==> src/rtl/snoop_bus_arbiter.sv <==
// Round-robin shared-bus controller for the snooping cache-coherence fabric.
// Sequences write-back, miss broadcast, memory fill and a one-cycle ack per transaction.
module snoop_bus_arbiter #(
  parameter int NUM_CACHES  = 4,
  parameter int MEM_LATENCY = 4
) (
  input  logic                          clk,
  input  logic                          rst,
  input  logic [NUM_CACHES-1:0]         req_rd_miss,
  input  logic [NUM_CACHES-1:0]         req_wr_miss,
  input  logic [NUM_CACHES-1:0]         req_wb,
  output logic [NUM_CACHES-1:0]         snoop_rd_miss,
  output logic [NUM_CACHES-1:0]         snoop_wr_miss,
  output logic [NUM_CACHES-1:0]         ack,
  output logic                          mem_rd,
  output logic                          mem_wr,
  output logic                          bus_busy,
  output logic [$clog2(NUM_CACHES)-1:0] bus_owner
);

  localparam int IW = $clog2(NUM_CACHES);
  localparam int CW = $clog2(MEM_LATENCY + 1);
  localparam logic [CW-1:0] CNT_LOAD = CW'(MEM_LATENCY - 1);

  typedef enum logic [2:0] {IDLE, WB, SNOOP, FILL, DONE} state_t;

  state_t          state_reg, state_next;
  logic [IW-1:0]   owner_reg, owner_next;
  logic [IW-1:0]   last_grant_reg, last_grant_next;
  logic            miss_reg, miss_next;
  logic            wr_reg, wr_next;
  logic [CW-1:0]   cnt_reg, cnt_next;

  logic [NUM_CACHES-1:0] requesting;
  logic [NUM_CACHES-1:0] owner_mask;
  logic [IW-1:0]         pick;
  logic                  found;
  int                    idx;

  assign requesting = req_rd_miss | req_wr_miss | req_wb;
  assign owner_mask = NUM_CACHES'(1) << owner_reg;

  // Search upward from the cache after the last grant, wrapping around.
  always_comb begin
    pick  = '0;
    found = 1'b0;
    idx   = 0;
    for (int i = 1; i <= NUM_CACHES; i++) begin
      idx = (int'(last_grant_reg) + i) % NUM_CACHES;
      if (!found && requesting[IW'(idx)]) begin
        found = 1'b1;
        pick  = IW'(idx);
      end
    end
  end

  always_ff @(posedge clk) begin
    if (rst) begin
      state_reg      <= IDLE;
      owner_reg      <= '0;
      last_grant_reg <= IW'(NUM_CACHES - 1);
      miss_reg       <= 1'b0;
      wr_reg         <= 1'b0;
      cnt_reg        <= '0;
    end else begin
      state_reg      <= state_next;
      owner_reg      <= owner_next;
      last_grant_reg <= last_grant_next;
      miss_reg       <= miss_next;
      wr_reg         <= wr_next;
      cnt_reg        <= cnt_next;
    end
  end

  always_comb begin
    state_next      = state_reg;
    owner_next      = owner_reg;
    last_grant_next = last_grant_reg;
    miss_next       = miss_reg;
    wr_next         = wr_reg;
    cnt_next        = cnt_reg;
    case (state_reg)
      IDLE: begin
        if (found) begin
          owner_next = pick;
          miss_next  = req_rd_miss[pick] | req_wr_miss[pick];
          wr_next    = req_wr_miss[pick];
          if (req_wb[pick]) begin
            state_next = WB;
            cnt_next   = CNT_LOAD;
          end else begin
            state_next = SNOOP;
          end
        end
      end
      WB: begin
        if (cnt_reg == '0) begin
          state_next = miss_reg ? SNOOP : DONE;
        end else begin
          cnt_next = cnt_reg - 1'b1;
        end
      end
      SNOOP: begin
        state_next = FILL;
        cnt_next   = CNT_LOAD;
      end
      FILL: begin
        if (cnt_reg == '0) begin
          state_next = DONE;
        end else begin
          cnt_next = cnt_reg - 1'b1;
        end
      end
      DONE: begin
        last_grant_next = owner_reg;
        state_next      = IDLE;
      end
      default: state_next = IDLE;
    endcase
  end

  // Moore outputs: decoded purely from registered state and latched owner/type.
  always_comb begin
    snoop_rd_miss = '0;
    snoop_wr_miss = '0;
    ack           = '0;
    mem_rd        = (state_reg == FILL);
    mem_wr        = (state_reg == WB);
    bus_busy      = (state_reg != IDLE);
    bus_owner     = owner_reg;
    if (state_reg == SNOOP) begin
      if (wr_reg) snoop_wr_miss = ~owner_mask;
      else        snoop_rd_miss = ~owner_mask;
    end
    if (state_reg == DONE) ack = owner_mask;
  end

endmodule

==> config.mk <==
export PLATFORM = sky130hd
export DESIGN_NAME = snoop_bus_arbiter
export DESIGN_NICKNAME = d
export VERILOG_FILES = /design/src/rtl/snoop_bus_arbiter.sv
export SDC_FILE = /design/constraint.sdc
export NUM_CORES = 1
export LEC_CHECK = 0
export CAP_MARGIN = 20
export CORE_MARGIN = 3
export CORE_UTILIZATION = 47
export CTS_CLUSTER_DIAMETER = 120
export DETAILED_ROUTE_END_ITERATION = 7
export GPL_ROUTABILITY_DRIVEN = 0
export PLACE_DENSITY = 0.83
export SKIP_LAST_GASP = 1
export SLEW_MARGIN = 20
export SYNTH_ARGS = -nofsm -noshare
export SYNTH_HDL_FRONTEND = slang
export SYNTH_SLANG_ARGS = --single-unit
==> constraint.sdc <==
create_clock -name clk -period 3.5 [get_ports clk]
set_input_delay 0.35 -clock clk [delete_from_list [all_inputs] [get_ports clk]]
set_output_delay 0.35 -clock clk [all_outputs]
set_load 0.05 [all_outputs]
Word-level counts from Yosys, hierarchy flattened --
Cells that the tools add are included.
Cells by class: equality and inequality tests 9, magnitude comparators 5, reductions and logical operators 14, multiplexer cells 41, add/sub/neg operators 5, bitwise gates (word level) 4, shifts and indexed selects 1
Operators with widths (number):
- 3-bit two-way mux | 7
- 4-bit two-way mux | 5
- 2-bit by 4-bit less-than comparator with 1-bit output, second input constant | 4
- 1-bit two-way mux | 15
- 1-bit binary-select mux with 2-bit select | 7
- 3-bit case mux with 4 select lines | 1
- 2-bit two-way mux | 5
- 3-bit case mux with 3 select lines | 1
- 4-bit bitwise OR | 2
- 3-bit by 2-bit equality test with 1-bit output, second input constant | 2
- 3-bit zero test | 2
- 2-bit != test, second input constant | 3
- 3-bit nonzero test | 2
- 2-bit by 1-bit adder with 2-bit output, second input constant | 2
- 2-bit adder, second input constant | 2
- 2-bit by 1-bit != test with 1-bit output, second input constant | 2
- 4-bit NOT | 1
- 4-bit AND reduction | 1
- 1-bit by 2-bit left shift with 4-bit output, first input constant | 1
- 3-bit by 1-bit equality test with 1-bit output, second input constant | 1
- 3-bit equality test, second input constant | 1
- 1-bit logical AND | 3
- 1-bit zero test | 3
- 2-bit by 3-bit less-than comparator with 1-bit output, second input constant | 1
- other kinds (5) | 5
Word-level totals: output and inout port bits 17, register bits 12, input bits 14

Longest topological paths before layout --
Gate-level depths: netlist of the first run.
word-level depth 20, gate-level depth with buffers 8, depth with buffers taken out 8

Worst setup path before layout of the first run --
Ideal clock, no wire load.
path type register to output, start point register state_reg[1], end point output ack[0], arrival time 1876 ps, buffers on the path 1, slack 1274 ps, cell stages (with the launch flop) 5, cell sequence dfxtp_1 > clkbuf_1 > nor2_1 > nand2_1 > nor3_1
Between the ends: word-level cells in the longest chain between the ends 2
Ends and longest elaborated chain:
- start: declaration | RTL line 27 | state_t state_reg, state_next;
- start signal: assignment | RTL line 66 | state_reg <= state_next;
- 3-bit equality test | RTL line 135 | if (state_reg == DONE) ack = owner_mask;
- 4-bit two-way mux | RTL line 135
- end: declaration | RTL line 14 | output logic [NUM_CACHES-1:0] ack,
No other way between the ends.

Final worst setup path of the first run --
start point input req_wr_miss[3], end point register cnt_reg[0]
Between the ends: word-level cells in the longest chain between the ends 19
Ends and longest elaborated chain:
- start: declaration | RTL line 10 | input logic [NUM_CACHES-1:0] req_wr_miss,
- 4-bit bitwise OR * (2 in a row) | RTL line 40 | assign requesting = req_rd_miss | req_wr_miss | req_wb;
- 1-bit binary-select mux with 2-bit select | RTL line 50 | if (!found && requesting[IW'(idx)]) begin
- 1-bit two-way mux (not written as such) (2 in a row) | RTL line 50
- 1-bit two-way mux | RTL line 50
- 1-bit zero test | RTL line 50
- 1-bit logical AND | RTL line 50
- 1-bit two-way mux | RTL line 50
- 1-bit zero test | RTL line 50
- 1-bit logical AND | RTL line 50
- 1-bit two-way mux | RTL line 50
- 1-bit zero test | RTL line 50
- 1-bit logical AND | RTL line 50
- 2-bit two-way mux | RTL line 50
- 1-bit binary-select mux with 2-bit select | RTL line 88 | if (req_wb[pick]) begin
- 1-bit two-way mux (not written as such) | RTL line 88
- 2-bit != test (no line)
- 4-bit AND reduction (no line) *
- end signal: assignment | RTL line 71 | cnt_reg <= cnt_next;
- end: declaration | RTL line 32 | logic [CW-1:0] cnt_reg, cnt_next;
Mark *: on every way between the ends. The rest lies on a longest branch, timed or not. The select of a mux whose other input is x is not followed. A chain may end at the register's enable or synchronous reset.

==> summary.md, run 1 <==
| Metric | Value |
|---|---|
| Fin. Hold Viols | 0 |
| Sequential-to-total area share from yosys stat | 0.271 |
| Setup_tns | 0 ns |
| Final setup vio count | 0 |
| Hold/Removal Path Class | register to register |
| Total I/O pin count | 31 |
| Top cells by area, synth | dfxtp_1 27%, nor2_1 8.5%, nand2_1 6.4% |
| Grt ovf | 0 |
| Outcome | complete, no violations |
| Via count | 1017 |
| CTS clk-pin slew, worst paths | 0.08 ns |
| Critical Path Max Stage Delay | 0.51 ns |
| # H-tree levels | 1 |
| Seq pwr share | 0.292 |
| Reg-to-reg startpoint | last_grant_reg[0] |
| Power, Total | 805 uW |
| Mapped Avg Cell Area | 7.09 um2 |
| Combinational share of power | 0.603 |
| Most frequent CP cell | mux2i_1 |
| Max-cap violations | 0 |
| Initial core utilization | 0.508 |
| Largest vdd supply drop | 0.347 mV |
| Distinct cell type count after synthesis | 36 |
| Vias/cell | 5.78 |
| Clk_skew | 0.00795 ns |
| Initial antenna violation count | 0 |
| Post-Place Cell Area | 1180 um2 |
| Fin area | 1210 um2 |
| Chip Height | 49.4 um |
| Crit path capture type | register |
| Ranking of synthesized cells by instance count | 20 x nor2_1, 15 x nand2_1, 12 x dfxtp_1, 10 x nand3_1, 7 x nor3_1 |
| Reg-to-reg setup timing slack | 1.57 ns |
| CP max-delay cell | nor3_1 |
| Clock Latency Late Sink | 0.27 ns |
| Clk sinks | 12 |
| Rows | 15 |
| Power density over the cells | 668 nW/um2 |
| Hold Startpoint | cnt_reg[1] |
| Least-Margin Pin Slew | 0.591 ns |
| Crit path launch | req_wr_miss[3] |
| Most common cell in the netlist | nor2_1 |
| Worst Path Class, Setup | input pin to register |
| Core Box Area | 1750 um2 |
| Synth Warn # | 0 |
| Slew Limit Fails | 0 |
| PostCTS Resize Cnt | 0 |
| Post-synth EDFFs | 0 |
| TritonCTS clock tree | done |
| Die width | 49.4 um |
| Worst rel slew slack | 0.603 |
| Leak Pwr | 0.488 nW |
| Synth Cell Area | 886 um2 |
| Deepest clock path buffer count | 2 |
| Layout cells sized above 1 | 0.0397 |
| Overall Global Routing Usage | 0.205 |
| Ordered cell list for the critical path | clkdlybuf4s50_1 > nor3_1 > o21a_1 > a221o_1 > mux2i_1 > mux2i_1 > o41a_1 |
| IO buf count | 30 |
| Int Power | 392 uW |
| Unrepaired setup endpoints after global routing | false |
| Async SR Flop Fraction | 0 |
| Total routed wirelength | 2400 um |
| Yosys top cell area share | 0.271 |
| Clk network pwr share | 0.105 |
| Area leader, netlist | dfxtp_1 |
| # Post-CTS Setup Buffers | 0 |
| Period utilisation layout | 0.723 |
| Final nets | 169 |
| Total die area | 2440 um2 |
| Largest net degree at the start of global routing | 14 |
| CP Data Arrival Time | 2.69 ns |
| Drt pass-1 iters | 4 |
| # fillers | 169 |
| # hold bufs at CTS | 0 |
| Iter 0 DRT Violations | 31 |
| Sw frac | 0.514 |
| Post-synth top flop | dfxtp_1 |
| First-pass GRT wire length | 3970 um |
| WL/cell | 13.7 um |
| Worst Path Required | 3.66 ns |
| CTS buffer count | 3 |
| Detail Route Antenna Nets | 0 |
| Area grow syn2layout | 36.2% |
| Root buf cell | clkbuf_4 |
| #FFs+latches synth | 12 |
| Worst Path Max Fanout | 9 |
| Util after Layout | 0.691 |
| Minimum clock period | 2.53 ns |
| CP Launch Type | input pin |
| Mapped Cells | 125 |
| DP HPWL | 1960 um |
| Antenna cells | 0 |
| Mapped Nets | 141 |
| Fmax | 395 MHz |
| Vias in the first global route | 950 |
| DRC viols | 0 |
| NetSw | 414 uW |
-- worst max-delay path, delay by kind of cell --
family	cells	cell delay, ns
buffers and inverters	1	0.43
AO/OA/AOI/OAI	3	0.89
multiplexers	2	0.51
AND/OR/NAND/NOR	1	0.51
-- power by group through the flow --
stage / Sequential (mW) / Combinational [mW] / Clock, mW
finish: 0.235 / 0.485 / 0.0845
global route: 0.243 / 0.523 / 0.0932
CTS: 0.234 / 0.486 / 0.0845
detailed placement: 0.237 / 0.485 / 0
global placement: 0.234 / 0.471 / 0
floorplan: 0.206 / 0.377 / 0
-- layer usage --
metal,part of all wire,global-route usage,vias up
li1,-,-,509
met1,0.42,0.237,456
met2,0.50,0.359,45
met3,0.061,0.0398,7
met4,0.018,0.0968,0
met5,0,0,-
-- cell usage in the layout, fill, tap and decap left out, drive strengths merged --
| cell | instances |
|---|---|
| dfxtp | 12 |
| nand2b | 1 |
| a221oi | 2 |
| inv | 6 |
| o311a | 1 |
| ha | 2 |
| clkbuf | 3 |
| nand3 | 10 |
| a221o | 1 |
| mux2 | 1 |
| o21a | 1 |
| o41a | 2 |
| a21oi | 4 |
| and4 | 1 |
| or3 | 2 |
| o22ai | 1 |
| nor4 | 2 |
| clkdlybuf4s50 | 30 |
| o32ai | 1 |
| or2 | 1 |
| nand2 | 15 |
| o21ai | 4 |
| nor2b | 3 |
| nor3 | 8 |
| and3 | 2 |
| nand4 | 2 |
| a31oi | 1 |
| a211o | 1 |
| mux2i | 5 |
| nor2 | 20 |
| nand3b | 1 |
| o221ai | 2 |
| a21boi | 1 |
| or4 | 1 |
| o311ai | 1 |
-- cells by family (layout without fill, tap and decap cells) --
group                    after synthesis  count (layout)  synth area share
AND/OR/NAND/NOR                       69              69             0.374
AO/OA/AOI/OAI                         23              23             0.194
buffers and inverters                 13              39            0.0636
flip-flops                            12              12             0.271
multiplexers                           6               6            0.0692
adder cells (fa/ha/maj)                2               2            0.0282
-- final timing paths --
check / to / cells past startpoint
setup / recovery: cnt_reg[0] / 7
setup reg to reg: cnt_reg[0] / 5
hold reg to reg: cnt_reg[1] / 1
hold / removal: cnt_reg[1] / 1
-- stage by stage --
step	std cells	hold WS (ns)	worst slack [ns]
after floorplan	125	0.470	1.27
after global placement	173	0.486	0.910
after detailed placement	173	0.493	0.695
after CTS	176	0.511	0.979
after global routing	176	0.556	0.776
final	176	0.513	0.971
-- cell type report --
type | instances | area (um2) | area share
Tap cell | 25 | 31.3 | 0.0259
Timing Repair Buffer | 30 | 300 | 0.249
Clock buffer | 3 | 22.5 | 0.0187
Inverter | 6 | 22.5 | 0.0187
Multi-Input combinational cell | 100 | 589 | 0.489
Sequential cell | 12 | 240 | 0.199
(Power assumes the default switching activity.)
==> inputs of run 2 (changes only) <==
Settings changed: CORE_UTILIZATION 47 to 44, PLACE_DENSITY 0.83 to 0.78.
Clock period 3.5 ns to 2.65 ns, I/O delays scaled along.
==> run 2 against run 1 <==
Net effect:
- first-iteration DRC count is 39% lower
- worst hold slack lost 0.0087 ns
- routed wire length fell by 4.0%
- count of clock-buffer cells in the layout up 1
- combinational power increased by 33%
- sequential power is 31% higher
- critical path type is now register to output pin
- largest cell class unchanged
- largest power group unchanged
==> summary.md, run 2 (same netlist as run 1, synthesis figures left out) <==
| Metric | Value |
|---|---|
| Total die area | 2590 um2 (was 2440 um2) |
| Clk sinks | 12 (unchanged) |
| Largest net degree at the start of global routing | 14 (unchanged) |
| Drt pass-1 iters | 4 (unchanged) |
| Final setup vio count | 0 (unchanged) |
| Unrepaired setup endpoints after global routing | false (unchanged) |
| First-pass GRT wire length | 4000 um (was 3970 um) |
| IO buf count | 30 (unchanged) |
| Core Box Area | 1820 um2 (was 1750 um2) |
| Iter 0 DRT Violations | 19 (was 31) |
| Worst Path Max Fanout | 11 (was 9) |
| Initial core utilization | 0.487 (was 0.508) |
| Worst rel slew slack | 0.630 (was 0.603) |
| WL/cell | 13.0 um (was 13.7 um) |
| TritonCTS clock tree | done (unchanged) |
| Largest vdd supply drop | 0.517 mV (was 0.347 mV) |
| Leak Pwr | 0.499 nW (was 0.488 nW) |
| # Post-CTS Setup Buffers | 0 (unchanged) |
| Detail Route Antenna Nets | 0 (unchanged) |
| DRC viols | 0 (unchanged) |
| Total I/O pin count | 31 (unchanged) |
| Root buf cell | clkbuf_4 (unchanged) |
| Fmax | 417 MHz |
| Clk_skew | 0.00155 ns (was 0.00795 ns) |
| Total routed wirelength | 2310 um (was 2400 um) |
| Power density over the cells | 897 nW/um2 (was 668 nW/um2) |
| Initial antenna violation count | 0 (unchanged) |
| CTS buffer count | 3 (unchanged) |
| Antenna cells | 0 (unchanged) |
| Reg-to-reg startpoint | state_reg[2] (was last_grant_reg[0]) |
| Crit path capture type | output pin (was register) |
| Overall Global Routing Usage | 0.199 (was 0.205) |
| Setup_tns | 0 ns (unchanged) |
| Hold/Removal Path Class | register to register (unchanged) |
| Via count | 998 (was 1017) |
| Grt ovf | 0 (unchanged) |
| Chip Height | 50.9 um (was 49.4 um) |
| Clock Latency Late Sink | 0.28 ns (was 0.27 ns) |
| Die width | 50.9 um (was 49.4 um) |
| Met2 Use GR | 0.346 (was 0.359) |
| Most common cell after layout, fill and taps aside | clkdlybuf4s50_1 (unchanged) |
| WHS Path Cells | 2 (was 1) |
| Reg-to-reg setup timing slack | 0.88 ns (was 1.57 ns) |
| Met1 Use GR | 0.247 (was 0.237) |
| Area of the multi-input gates | 589 um2 (unchanged) |
| Final nets | 170 (was 169) |
| Max-cap violations | 0 (unchanged) |
| Commonest cells after routing, fill and taps aside | 30 x clkdlybuf4s50_1, 20 x nor2_1, 15 x nand2_1 (unchanged) |
| Gr busiest metal | met2 (unchanged) |
| Outcome | complete, no violations (unchanged) |
| FF/Latch Area | 240 um2 (unchanged) |
| Hold Startpoint | wr_reg (was cnt_reg[1]) |
| Layout cells sized above 1 | 0.0523 (was 0.0397) |
| PostCTS Resize Cnt | 0 (unchanged) |
| Power, Total | 1.10 mW (was 805 uW) |
| Fin. Hold Viols | 0 (unchanged) |
| Period utilisation layout | 0.904 |
| Area grow syn2layout | 38.6% (was 36.2%) |
| Vias/cell | 5.61 (was 5.78) |
| End of the worst hold path | wr_reg (was cnt_reg[1]) |
| Slew Limit Fails | 0 (unchanged) |
| Post-Place Cell Area | 1190 um2 (was 1180 um2) |
| CP Data Arrival Time | 2.13 ns (was 2.69 ns) |
| CTS clk-pin slew, worst paths | 0.08 ns (about the same) |
| Reg2reg end | wr_reg (was cnt_reg[0]) |
| # hold bufs at CTS | 0 (unchanged) |
| Vias in the first global route | 944 (was 950) |
| # fillers | 193 (was 169) |
| Worst Path Required | 2.38 ns (was 3.66 ns) |
| DP HPWL | 1890 um (was 1960 um) |
| CP Launch Type | register (was input pin) |
| Deepest clock path buffer count | 2 (unchanged) |
| Fin area | 1230 um2 (was 1210 um2) |
| # H-tree levels | 1 (unchanged) |
| Rows | 15 (unchanged) |
| Met3 Usage GRT | 0.00875 (was 0.0398) |
| Worst Path Class, Setup | register to output pin (was input pin to register) |
| Least-Margin Pin Slew | 0.551 ns (was 0.591 ns) |
| Reg2reg path depth | 5 (unchanged) |
| Minimum clock period | 2.40 ns |
-- run 2: layout make-up --
cell class,instances,share of cell area
clock buffer,4,0.0296
inverter,6,0.0183
multi-input combinational,100,0.480
sequential,12,0.196
tap,25,0.0255
timing repair buffer,31,0.251
-- run 2: per-layer routing --
metal	up-vias	part of all wire
li1	512	-
met5	-	0
met3	4	0.035
met2	27	0.48
met1	455	0.46
met4	0	0.020
-- run 2: per-stage QoR --
stage	setup slack, ns	cells	hold slack, ns	util
6_report	0.254	178	0.504	0.674
5_1_grt	0.0765	178	0.545	0.674
4_1_cts	0.253	178	0.507	0.674
3_5_place_dp	0.185	174	0.495	0.654
3_3_place_gp	0.320	174	0.488	0.654
2_1_floorplan	0.509	125	0.470	-
-- run 2: worst max-delay path: stages (launching register included) --
cell and delay, ns:
dfxtp_1 0.43, nor2_1 0.30, nand2_1 0.15, nor3_1 0.16
clkdlybuf4s50_1 0.82
-- run 2: power by group --
part | internal (mW) | total [mW] | switching, mW | leakage (nW)
Clock | 0.0836 | 0.149 | 0.0659 | 0.0210
Sequential | 0.230 | 0.307 | 0.0772 | 0.0988
Combinational | 0.238 | 0.645 | 0.406 | 0.380
-- run 2: how the worst max path moves through the flow --
stage | from | end | slack, ns | cells past startpoint
detailed placement | req_wr_miss[3] | cnt_reg[1] | 0.19 | 7
finish | state_reg[1] | ack[0] | 0.25 | 4
CTS | state_reg[1] | ack[0] | 0.25 | 4
floorplan | state_reg[1] | ack[0] | 0.51 | 4
global route | state_reg[0] | ack[0] | 0.08 | 4
global placement | req_wr_miss[3] | cnt_reg[0] | 0.32 | 7
